File: config.mk
export PLATFORM = sky130hd
export DESIGN_NAME = ip_msxbus_master_flat
export DESIGN_NICKNAME = d
export VERILOG_FILES = /design/src/rtl/msxbus_pkg.sv /design/src/rtl/ip_msxbus_master_if.sv /design/src/rtl/ip_msxbus_master_sync2.sv /design/src/rtl/ip_msxbus_master.sv /design/src/flat_wrapper.sv
export SDC_FILE = /design/constraint.sdc
export NUM_CORES = 1
export LEC_CHECK = 0
export ABC_AREA = 0
export BUFFER_PORTS_ARGS = -buffer_cell sky130_fd_sc_hd__buf_2
export CORE_MARGIN = 4
export CORE_UTILIZATION = 49
export DETAILED_ROUTE_END_ITERATION = 12
export PLACE_DENSITY = 0.87
export SETUP_SLACK_MARGIN = 0.02
export SLEW_MARGIN = 20
export SYNTH_ARGS = -nofsm -noshare
export SYNTH_HDL_FRONTEND = slang
export SYNTH_SLANG_ARGS = --single-unit
File: constraint.sdc
create_clock -name clk -period 2.05 [get_ports clk]
set_input_delay 0.5125 -clock clk [delete_from_list [all_inputs] [get_ports clk]]
set_output_delay 0.5125 -clock clk [all_outputs]
set_load 0.05 [all_outputs]
File: src/rtl/msxbus_pkg.sv
// Shared types and constants for the MSX cartridge-bus initiator.
// MSXBUS_MASTER_TIMEOUT_EN widens the shared counter so it can also time the wait phase.
package msxbus_pkg;

  typedef enum logic [2:0] {
    ST_IDLE,
    ST_SETUP,
    ST_STROBE,
    ST_WAIT,
    ST_HOLD
  } state_e;

`ifdef MSXBUS_MASTER_TIMEOUT_EN
  localparam int unsigned CNT_W = 12;
`else
  localparam int unsigned CNT_W = 6;
`endif

  localparam logic        STROBE_OFF    = 1'b1;
  localparam logic [15:0] ADR_IDLE      = 16'h0000;
  localparam logic [7:0]  DATA_IDLE     = 8'h00;
  localparam logic [7:0]  RDATA_TIMEOUT = 8'hFF;

  // Access type latched at request acceptance.
  typedef struct packed {
    logic write;
    logic io;
    logic sltsl;
  } req_t;

endpackage

File: src/rtl/ip_msxbus_master_if.sv
// Request and cartridge-bus signals of the MSX bus initiator.
// master = the initiator itself, slave = the host/cartridge side.
interface ip_msxbus_master_if;
  logic        req_valid;
  logic        req_ready;
  logic        req_write;
  logic        req_io;
  logic        req_sltsl;
  logic [15:0] req_address;
  logic [7:0]  req_wdata;
  logic [7:0]  rdata;
  logic        rdata_en;
  logic        timeout;
  logic [15:0] bus_adr;
  logic [7:0]  bus_o_data;
  logic        bus_data_oe;
  logic [7:0]  bus_i_data;
  logic        n_sltsl;
  logic        n_mereq;
  logic        n_ioreq;
  logic        n_rd;
  logic        n_wr;
  logic        bus_wait;

  modport master (
    input  req_valid, req_write, req_io, req_sltsl, req_address, req_wdata,
    input  bus_i_data, bus_wait,
    output req_ready, rdata, rdata_en, timeout,
    output bus_adr, bus_o_data, bus_data_oe, n_sltsl, n_mereq, n_ioreq, n_rd, n_wr
  );

  modport slave (
    output req_valid, req_write, req_io, req_sltsl, req_address, req_wdata,
    output bus_i_data, bus_wait,
    input  req_ready, rdata, rdata_en, timeout,
    input  bus_adr, bus_o_data, bus_data_oe, n_sltsl, n_mereq, n_ioreq, n_rd, n_wr
  );
endinterface

File: src/rtl/ip_msxbus_master_sync2.sv
// Two-flop synchronizer for the asynchronous cartridge wait line.
module ip_sync2 (
  input  logic clk,
  input  logic reset,
  input  logic d_i,
  output logic q_o
);

  logic meta_q;
  logic sync_q;

  always_ff @(posedge clk or posedge reset) begin
    if (reset) begin
      meta_q <= 1'b0;
      sync_q <= 1'b0;
    end else begin
      meta_q <= d_i;
      sync_q <= meta_q;
    end
  end

  assign q_o = sync_q;

endmodule

File: src/rtl/ip_msxbus_master.sv
// MSX cartridge-bus initiator: single-beat memory/I-O requests to Z80-style strobe cycles.
// Optional build macro MSXBUS_MASTER_TIMEOUT_EN bounds the wait phase with TIMEOUT_CYCLES.
module ip_msxbus_master
  import msxbus_pkg::*;
#(
  parameter int unsigned SETUP_CYCLES  = 4,
  parameter int unsigned STROBE_CYCLES = 15,
  parameter int unsigned HOLD_CYCLES   = 4
`ifdef MSXBUS_MASTER_TIMEOUT_EN
  , parameter int unsigned TIMEOUT_CYCLES = 4095
`endif
) (
  input  logic                clk,
  input  logic                reset,
  ip_msxbus_master_if.master  mb
);

  state_e           state_q;
  logic [CNT_W-1:0] cnt_q;
  req_t             req_q;
  logic             req_ready_q;
  logic [7:0]       rdata_q;
  logic             rdata_en_q;
  logic [15:0]      adr_q;
  logic [7:0]       odata_q;
  logic             oe_q;
  logic             n_sltsl_q, n_mereq_q, n_ioreq_q, n_rd_q, n_wr_q;
  logic             wait_s;
  logic             release_c;
  logic             abort_c;

  ip_sync2 u_wait_sync (
    .clk   (clk),
    .reset (reset),
    .d_i   (mb.bus_wait),
    .q_o   (wait_s)
  );

  // Strobe phase ends normally: minimum width reached with wait low, or wait released.
  assign release_c = ((state_q == ST_STROBE) && (cnt_q == '0) && !wait_s) ||
                     ((state_q == ST_WAIT) && !wait_s);

`ifdef MSXBUS_MASTER_TIMEOUT_EN
  logic timeout_q;
  assign abort_c    = (state_q == ST_WAIT) && wait_s && (cnt_q == '0);
  assign mb.timeout = timeout_q;
`else
  assign abort_c    = 1'b0;
  assign mb.timeout = 1'b0;
`endif

  always_ff @(posedge clk or posedge reset) begin
    if (reset) begin
      state_q     <= ST_IDLE;
      cnt_q       <= '0;
      req_q       <= '0;
      req_ready_q <= 1'b1;
      rdata_q     <= DATA_IDLE;
      rdata_en_q  <= 1'b0;
      adr_q       <= ADR_IDLE;
      odata_q     <= DATA_IDLE;
      oe_q        <= 1'b0;
      n_sltsl_q   <= STROBE_OFF;
      n_mereq_q   <= STROBE_OFF;
      n_ioreq_q   <= STROBE_OFF;
      n_rd_q      <= STROBE_OFF;
      n_wr_q      <= STROBE_OFF;
`ifdef MSXBUS_MASTER_TIMEOUT_EN
      timeout_q   <= 1'b0;
`endif
    end else begin
      rdata_en_q <= 1'b0;
`ifdef MSXBUS_MASTER_TIMEOUT_EN
      timeout_q  <= 1'b0;
`endif
      case (state_q)
        ST_IDLE: begin
          if (mb.req_valid) begin
            req_q       <= '{write: mb.req_write, io: mb.req_io, sltsl: mb.req_sltsl};
            adr_q       <= mb.req_address;
            if (mb.req_write) begin
              odata_q <= mb.req_wdata;
              oe_q    <= 1'b1;
            end
            req_ready_q <= 1'b0;
            cnt_q       <= CNT_W'(SETUP_CYCLES - 1);
            state_q     <= ST_SETUP;
          end
        end
        ST_SETUP: begin
          if (cnt_q == '0) begin
            // /SLTSL only accompanies memory cycles that request it.
            n_mereq_q <= req_q.io;
            n_ioreq_q <= ~req_q.io;
            n_sltsl_q <= req_q.io | ~req_q.sltsl;
            n_rd_q    <= req_q.write;
            n_wr_q    <= ~req_q.write;
            cnt_q     <= CNT_W'(STROBE_CYCLES - 1);
            state_q   <= ST_STROBE;
          end else begin
            cnt_q <= cnt_q - CNT_W'(1);
          end
        end
        ST_STROBE: begin
          if (cnt_q != '0) begin
            cnt_q <= cnt_q - CNT_W'(1);
          end else if (wait_s) begin
            state_q <= ST_WAIT;
`ifdef MSXBUS_MASTER_TIMEOUT_EN
            cnt_q   <= CNT_W'(TIMEOUT_CYCLES - 1);
`endif
          end
        end
        ST_WAIT: begin
`ifdef MSXBUS_MASTER_TIMEOUT_EN
          if (wait_s && (cnt_q != '0)) begin
            cnt_q <= cnt_q - CNT_W'(1);
          end
`endif
        end
        ST_HOLD: begin
          if (cnt_q == '0) begin
            oe_q        <= 1'b0;
            req_ready_q <= 1'b1;
            state_q     <= ST_IDLE;
          end else begin
            cnt_q <= cnt_q - CNT_W'(1);
          end
        end
        default: state_q <= ST_IDLE;
      endcase

      // Leaving the strobe phase: release every strobe together and report read data.
      if (release_c || abort_c) begin
        n_sltsl_q <= STROBE_OFF;
        n_mereq_q <= STROBE_OFF;
        n_ioreq_q <= STROBE_OFF;
        n_rd_q    <= STROBE_OFF;
        n_wr_q    <= STROBE_OFF;
        cnt_q     <= CNT_W'(HOLD_CYCLES - 1);
        state_q   <= ST_HOLD;
        if (!req_q.write) begin
          rdata_q    <= abort_c ? RDATA_TIMEOUT : mb.bus_i_data;
          rdata_en_q <= ~abort_c;
        end
`ifdef MSXBUS_MASTER_TIMEOUT_EN
        timeout_q <= abort_c;
`endif
      end
    end
  end

  assign mb.req_ready   = req_ready_q;
  assign mb.rdata       = rdata_q;
  assign mb.rdata_en    = rdata_en_q;
  assign mb.bus_adr     = adr_q;
  assign mb.bus_o_data  = odata_q;
  assign mb.bus_data_oe = oe_q;
  assign mb.n_sltsl     = n_sltsl_q;
  assign mb.n_mereq     = n_mereq_q;
  assign mb.n_ioreq     = n_ioreq_q;
  assign mb.n_rd        = n_rd_q;
  assign mb.n_wr        = n_wr_q;

endmodule

File: src/flat_wrapper.sv
// flat-port wrapper written by rule: the top's interface ports become plain ports
module ip_msxbus_master_flat import msxbus_pkg::*;
#(
  parameter int unsigned SETUP_CYCLES  = 4,
  parameter int unsigned STROBE_CYCLES = 15,
  parameter int unsigned HOLD_CYCLES   = 4

)
  (clk, reset, mb_req_valid, mb_req_write, mb_req_io, mb_req_sltsl, mb_req_address, mb_req_wdata, mb_bus_i_data, mb_bus_wait, mb_req_ready, mb_rdata, mb_rdata_en, mb_timeout, mb_bus_adr, mb_bus_o_data, mb_bus_data_oe, mb_n_sltsl, mb_n_mereq, mb_n_ioreq, mb_n_rd, mb_n_wr);
  ip_msxbus_master_if mb_i ();
  input  logic clk;
  input  logic reset;
  input wire logic [$bits(mb_i.req_valid)-1:0] mb_req_valid;
  input wire logic [$bits(mb_i.req_write)-1:0] mb_req_write;
  input wire logic [$bits(mb_i.req_io)-1:0] mb_req_io;
  input wire logic [$bits(mb_i.req_sltsl)-1:0] mb_req_sltsl;
  input wire logic [$bits(mb_i.req_address)-1:0] mb_req_address;
  input wire logic [$bits(mb_i.req_wdata)-1:0] mb_req_wdata;
  input wire logic [$bits(mb_i.bus_i_data)-1:0] mb_bus_i_data;
  input wire logic [$bits(mb_i.bus_wait)-1:0] mb_bus_wait;
  output wire logic [$bits(mb_i.req_ready)-1:0] mb_req_ready;
  output wire logic [$bits(mb_i.rdata)-1:0] mb_rdata;
  output wire logic [$bits(mb_i.rdata_en)-1:0] mb_rdata_en;
  output wire logic [$bits(mb_i.timeout)-1:0] mb_timeout;
  output wire logic [$bits(mb_i.bus_adr)-1:0] mb_bus_adr;
  output wire logic [$bits(mb_i.bus_o_data)-1:0] mb_bus_o_data;
  output wire logic [$bits(mb_i.bus_data_oe)-1:0] mb_bus_data_oe;
  output wire logic [$bits(mb_i.n_sltsl)-1:0] mb_n_sltsl;
  output wire logic [$bits(mb_i.n_mereq)-1:0] mb_n_mereq;
  output wire logic [$bits(mb_i.n_ioreq)-1:0] mb_n_ioreq;
  output wire logic [$bits(mb_i.n_rd)-1:0] mb_n_rd;
  output wire logic [$bits(mb_i.n_wr)-1:0] mb_n_wr;
  assign mb_i.req_valid = mb_req_valid;
  assign mb_i.req_write = mb_req_write;
  assign mb_i.req_io = mb_req_io;
  assign mb_i.req_sltsl = mb_req_sltsl;
  assign mb_i.req_address = mb_req_address;
  assign mb_i.req_wdata = mb_req_wdata;
  assign mb_i.bus_i_data = mb_bus_i_data;
  assign mb_i.bus_wait = mb_bus_wait;
  assign mb_req_ready = mb_i.req_ready;
  assign mb_rdata = mb_i.rdata;
  assign mb_rdata_en = mb_i.rdata_en;
  assign mb_timeout = mb_i.timeout;
  assign mb_bus_adr = mb_i.bus_adr;
  assign mb_bus_o_data = mb_i.bus_o_data;
  assign mb_bus_data_oe = mb_i.bus_data_oe;
  assign mb_n_sltsl = mb_i.n_sltsl;
  assign mb_n_mereq = mb_i.n_mereq;
  assign mb_n_ioreq = mb_i.n_ioreq;
  assign mb_n_rd = mb_i.n_rd;
  assign mb_n_wr = mb_i.n_wr;
  ip_msxbus_master #(.SETUP_CYCLES(SETUP_CYCLES), .STROBE_CYCLES(STROBE_CYCLES), .HOLD_CYCLES(HOLD_CYCLES)) u_core (.clk(clk), .reset(reset), .mb(mb_i));
endmodule
### Word level (Yosys, flattened, before mapping)

Index checks and enable logic that the tools add are counted.

* flip-flop bits (word level): 54
* latch bits: 0
* bits in writable memories: 0
* bits in read-only memories: 0
* input bits: 39
* output and inout bits: 41
* logic and storage cells: 95
* memories: 0

* add/subtract/negate cells: 1
* multipliers: 0
* divide/modulo/power cells: 0
* $lt $le $gt $ge: 0
* equality and inequality tests: 15
* shift operators: 0
* muxes and demuxes: 37
* bitwise operators: 4
* reduce and logical (&&, ||, !) cells: 20

Operator list (count)
* $mux 6: 5
* $pmux 6 s4: 1
* $mux 1: 22
* $mux 3: 6
* $ne 3x2->1 const B: 5
* $pmux 3 s5: 1
* $reduce_and 4->1: 2
* $eq 3x2->1 const B: 2
* $logic_not 6->1: 1
* $ne 3x1->1 const B: 2
* $reduce_and 2->1: 3
* $reduce_and 3->1: 2
* $reduce_and 6->1: 1
* $reduce_bool 2->1: 3
* $reduce_bool 6->1: 1
* $sub 6x1->6 const B: 1
* $reduce_bool 5->1: 1
* $ne 2x1->1 const B: 2
* $ne 2x2->1 const B: 2
* $pmux 1 s2: 2
* $eq 3x1->1 const B: 1
* $eq 3x3->1 const B: 1
* $logic_and 1x1->1: 3
* $logic_not 3->1: 1
* other kinds (4): 6

### Longest topological paths before layout

* depth in word-level cells: 6
* mapped depth: 8
* depth with buffers taken out: 7

### By module

From an unflattened synthesis, not the netlist that was laid out.

* cell total of the unflattened synthesis: 187
* area, all modules: 2364.8 um2

Modules (own cells, without submodules)
* ip_msxbus_master: times used 1, cells each 184, area each 2311.0 um2, seq. area each 1308.8 um2
* ip_sync2: times used 1, cells each 3, area each 53.8 um2, seq. area each 50.0 um2

### Worst setup path after synthesis

Ideal clock, no wire load.

* path type: register -> register
* start point: register u_core.cnt_q[0]
* end point: register u_core.rdata_q[0] (netlist: u_core.mb.rdata[0])
* library setup time: 125 ps
* arrival time: 1744 ps
* data required time: 1925 ps
* setup slack: 182 ps
* stages on the path, launching flop included: 8
* path buffers: 0
* clock period less this slack: 1868 ps
* path through: dfrtp_1 inv_1 ha_1 nand2b_4 nor4_4 o21ai_4 nor2_8 mux2_2

* cells in the longest elaborated chain, start to end: 5

Ends and longest elaborated chain
* start, declared: line ip_msxbus_master.sv:19 `logic [CNT_W-1:0] cnt_q;`
* start signal, assigned: line ip_msxbus_master.sv:86 `cnt_q <= CNT_W'(SETUP_CYCLES - 1);`
* start signal, assigned: line ip_msxbus_master.sv:98 `cnt_q <= CNT_W'(STROBE_CYCLES - 1);`
* start signal, assigned: line ip_msxbus_master.sv:101 `cnt_q <= cnt_q - CNT_W'(1);`
* $logic_not 6->1: line ip_msxbus_master.sv:40 `assign release_c = ((state_q == ST_STROBE) && (cnt_q == '0) && !wait_s) ||`
* $logic_and 1x1->1 (2 in series): line ip_msxbus_master.sv:40
* $logic_or 1x1->1: line ip_msxbus_master.sv:40
* $reduce_and 2->1 (no source line)
* end signal, assigned: line ip_msxbus_master.sv:143 `rdata_q <= abort_c ? RDATA_TIMEOUT : mb.bus_i_data;`
* end, declared: line ip_msxbus_master.sv:22 `logic [7:0] rdata_q;`

Every way passes these cells.
A chain may end at the register's enable or synchronous reset.

### Worst setup path after layout

* start point: register u_core.cnt_q[0]
* end point: register u_core.rdata_q[6] (netlist: u_core.mb.rdata[6])

The elaborated chain is that of the path after synthesis.

==> key figures <==
Outcome
  – Outcome: finished, final reports clean

Pwr
  – Internal: 0.00280 W
  – Seq pwr share: 34.4%
  – Leakage: 1.40 nW
  – Clock share of power: 11.8%
  – Sw frac: 50.0%
  – Overall power: 0.00560 W
  – Pwr per Cell Area: 1920 nW/um^2
  – P_sw: 0.00280 W
  – Worst VDD drop: 1.40 mV
  – Gate power share: 53.8%

Die
  – Die Area: 5910 um^2
  – Placement Rows: 24
  – Die Width: 76.9 um
  – Core area: 4470 um^2
  – Initial Utilization: 52.0%
  – Io pins: 80
  – Die Y: 76.9 um

Global route
  – GR Overflow Total: 0
  – M2 GR Usage: 30.4%
  – First-pass GRT wire length: 8570 um
  – Met1 usage: 21.2%
  – Largest net degree at the start of global routing: 25
  – Antenna violations before repair: 0
  – GRT met3 Usage: 7.14%
  – GRT Util Overall: 18.4%
  – GRT Max-Usage Layer: met2
  – Vias in the first global route: 1749

Timing
  – Final WS setup: 0.145 ns
  – Period utilization: 92.9%
  – Total Neg Setup Slack: 0 ns
  – Minimum clock period: 1.91 ns
  – Fin. max-slew vios: 0
  – Final setup viols: 0
  – Relative slew slack: 66.3%
  – Worst slew pin tran: 0.501 ns
  – Hold Vio Cnt, Final: 0
  – Worst Skew: 0.00415 ns
  – RSZ-0062 raised after global routing: no
  – F_max: 525 MHz

Place
  – Worst slack, placed: 0.119 ns
  – Gpl congestion: 0.950
  – IO buf count: 78
  – DP Cell Count: 313
  – Dpl cell area: 2810 um^2
  – Hpwl dp: 4030 um

Synth
  – Number of synthesized flops with an enable pin: 0
  – Cell area after synthesis: 2320 um^2
  – Most common flop cell mapped by yosys: dfrtp_1
  – Library cells used by synthesis: 38
  – Syn avg cell area: 12.7 um^2
  – Ys Warns: 0
  – Gate Count Post-Synth: 183
  – Syn Nets: 223
  – Post-synthesis sequential area ratio: 58.4%
  – Yosys reg bits: 54
  – Ys async rst share: 100%

Clock network
  – CTS root buf: clkbuf_8
  – Clk slew on worst S/H paths: 0.10 ns
  – TritonCTS clock tree: built
  – Max clock buf depth: 2
  – Htree depth: 2
  – Post-CTS Hold Fix Bufs: 0
  – Clk_lat worst skew: 0.31 ns
  – Num CTS Buffers: 5
  – Clock sink count: 54

Setup path
  – FF-to-FF setup slack: 0.14 ns
  – CP Launch Type: register
  – Critical Path RT: 2.25 ns
  – Crit path largest cell delay: 0.41 ns
  – CP cell instances: inv_1 > ha_2 > nand2b_4 > nor4_4 > o21ai_4 > nor2_8 > mux2_2
  – Slowest-stage cell, CP: dfrtp_1
  – CP max FO: 9
  – CP top delay family: simple AND/OR/NAND/NOR gates
  – CP Class: reg -> reg
  – WP buf/inv: 1
  – Setup crit end kind: register
  – CP arrival: 2.10 ns

Detailed routing
  – DRC violations left: 0
  – Routed Antenna Nets: 0
  – Final wirelength: 5110 um
  – WL/cell: 15.9 um
  – DR pass1 iterations: 4
  – Vias per std cell: 5.40
  – Iter 0 DRT Violations: 99
  – Routed via count: 1734

Hold path
  – HP Class: in -> async

Finish
  – Fin cells: 321
  – Share of cells above drive strength 1: 53.5%
  – Antenna cells: 0
  – Post-route design area: 2910 um^2
  – Area Overhead vs Synth: 25.3%
  – Post-layout nets: 308

Job
  – # Max-Cap Violations: 0
[placed cells by master, fill, tap and decap left out, types with 2 or more instances in the layout]
cell type,netlist,layout
dfstp_2,6,6
clkbuf_8,0,7
inv_1,10,9
or2_2,2,2
nor2_1,16,16
mux2_2,33,33
a21oi_1,9,9
dfrtp_1,48,48
o21ai_0,6,6
a31oi_1,2,2
buf_2,5,78
buf_4,2,6
a211oi_1,4,4
o22ai_1,2,2
nand2_1,8,8
nand2b_1,3,3
nor3_1,3,3
o211ai_1,3,3
[metrics by stage]
stage,util [%],hold WS [ns]
after floorplan,-,0.331
after global placement,62.7,0.333
after detailed placement,62.7,0.341
after CTS,65.0,0.200
after global routing,65.1,0.229
final,65.1,0.199
[Yosys cell counts (2+ instances only)]
cell type | count | area (um^2)
inv_1 | 10 | 37.5
or2_2 | 2 | 12.5
buf_4 | 2 | 15.0
o211ai_1 | 3 | 22.5
mux2_2 | 33 | 372
a211oi_1 | 4 | 30.0
a21oi_1 | 9 | 45.0
dfstp_2 | 6 | 158
o22ai_1 | 2 | 12.5
o21ai_0 | 6 | 30.0
nand2_1 | 8 | 30.0
dfrtp_1 | 48 | 1200
buf_2 | 5 | 25.0
nand2b_1 | 3 | 18.8
a31oi_1 | 2 | 12.5
nor3_1 | 3 | 15.0
nor2_1 | 16 | 60.1
[metal layers]
metal,wire [um],part of all wire (%)
met2,2620,51
met1,1980,39
met3,394,7.7
met5,0,0
met4,122,2.4
[power by group through the flow]
stage | logic [W] | registers (W) | clock network [W]
CTS | 0.00303 | 0.00193 | 0.000677
detailed placement | 0.00303 | 0.00194 | 0
global route | 0.00318 | 0.00199 | 0.000727
floorplan | 0.00105 | 0.00320 | 0
global placement | 0.00295 | 0.00191 | 0
finish | 0.00302 | 0.00193 | 0.000662
[registers in the layout (all words and copies together) (netlist names)]
| signal | flops |
|---|---|
| u_core.cnt_q | 6 |
| u_core.mb.n_mereq | 1 |
| u_core.mb.n_sltsl | 1 |
| u_core.mb.n_wr | 1 |
| u_core.state_q | 3 |
| u_core.req_q | 3 |
| u_core.mb.n_rd | 1 |
| u_core.u_wait_sync.meta_q | 1 |
| u_core.mb.rdata | 8 |
| u_core.mb.rdata_en | 1 |
| u_core.mb.bus_o_data | 8 |
| u_core.u_wait_sync.q_o | 1 |
| u_core.mb.bus_data_oe | 1 |
| u_core.mb.n_ioreq | 1 |
| u_core.mb.req_ready | 1 |
| u_core.mb.bus_adr | 16 |
[layout make-up]
type                    count  area (um^2)
clock buffers               7         96.3
clock inverters             1         8.76
fillers                   314         1560
inverters                  10         37.5
multi-input cells         112          891
flip-flops and latches     54         1360
well taps                  52         65.1
repair buffers             85          455
[kinds of logic (layout without fill, tap and decap cells)]
family	after synthesis	after routing	share of synthesized area, %
compound gates	35	35	10.2
xor+xnor	1	1	0.377
fa+ha+maj	1	1	0.538
buf+inv	17	103	3.34
flops	54	54	58.4
mux	33	33	16.0
other cells	1	1	0.161
simple gates	41	41	10.9
[repair_timing]
item | in CTS | in global routing
endpoints found under the setup margin | 0 | 3
buffers inserted | 0 | 0
resized for setup | 0 | 1
[final timing paths]
check	depth (start not counted)	startpoint	endpoint
hold / removal	2	reset	u_core.mb.bus_adr[0]
hold reg to reg	0	u_core.u_wait_sync.meta_q	u_core.u_wait_sync.q_o
setup reg to reg	7	u_core.cnt_q[0]	u_core.mb.rdata[6]
setup / recovery	7	u_core.cnt_q[0]	u_core.mb.rdata[6]
min in group clk	1	mb_bus_wait	u_core.u_wait_sync.meta_q
max in group asynchronous	3	reset	u_core.mb.n_rd
Note: power is estimated with default switching activity, not from simulation.
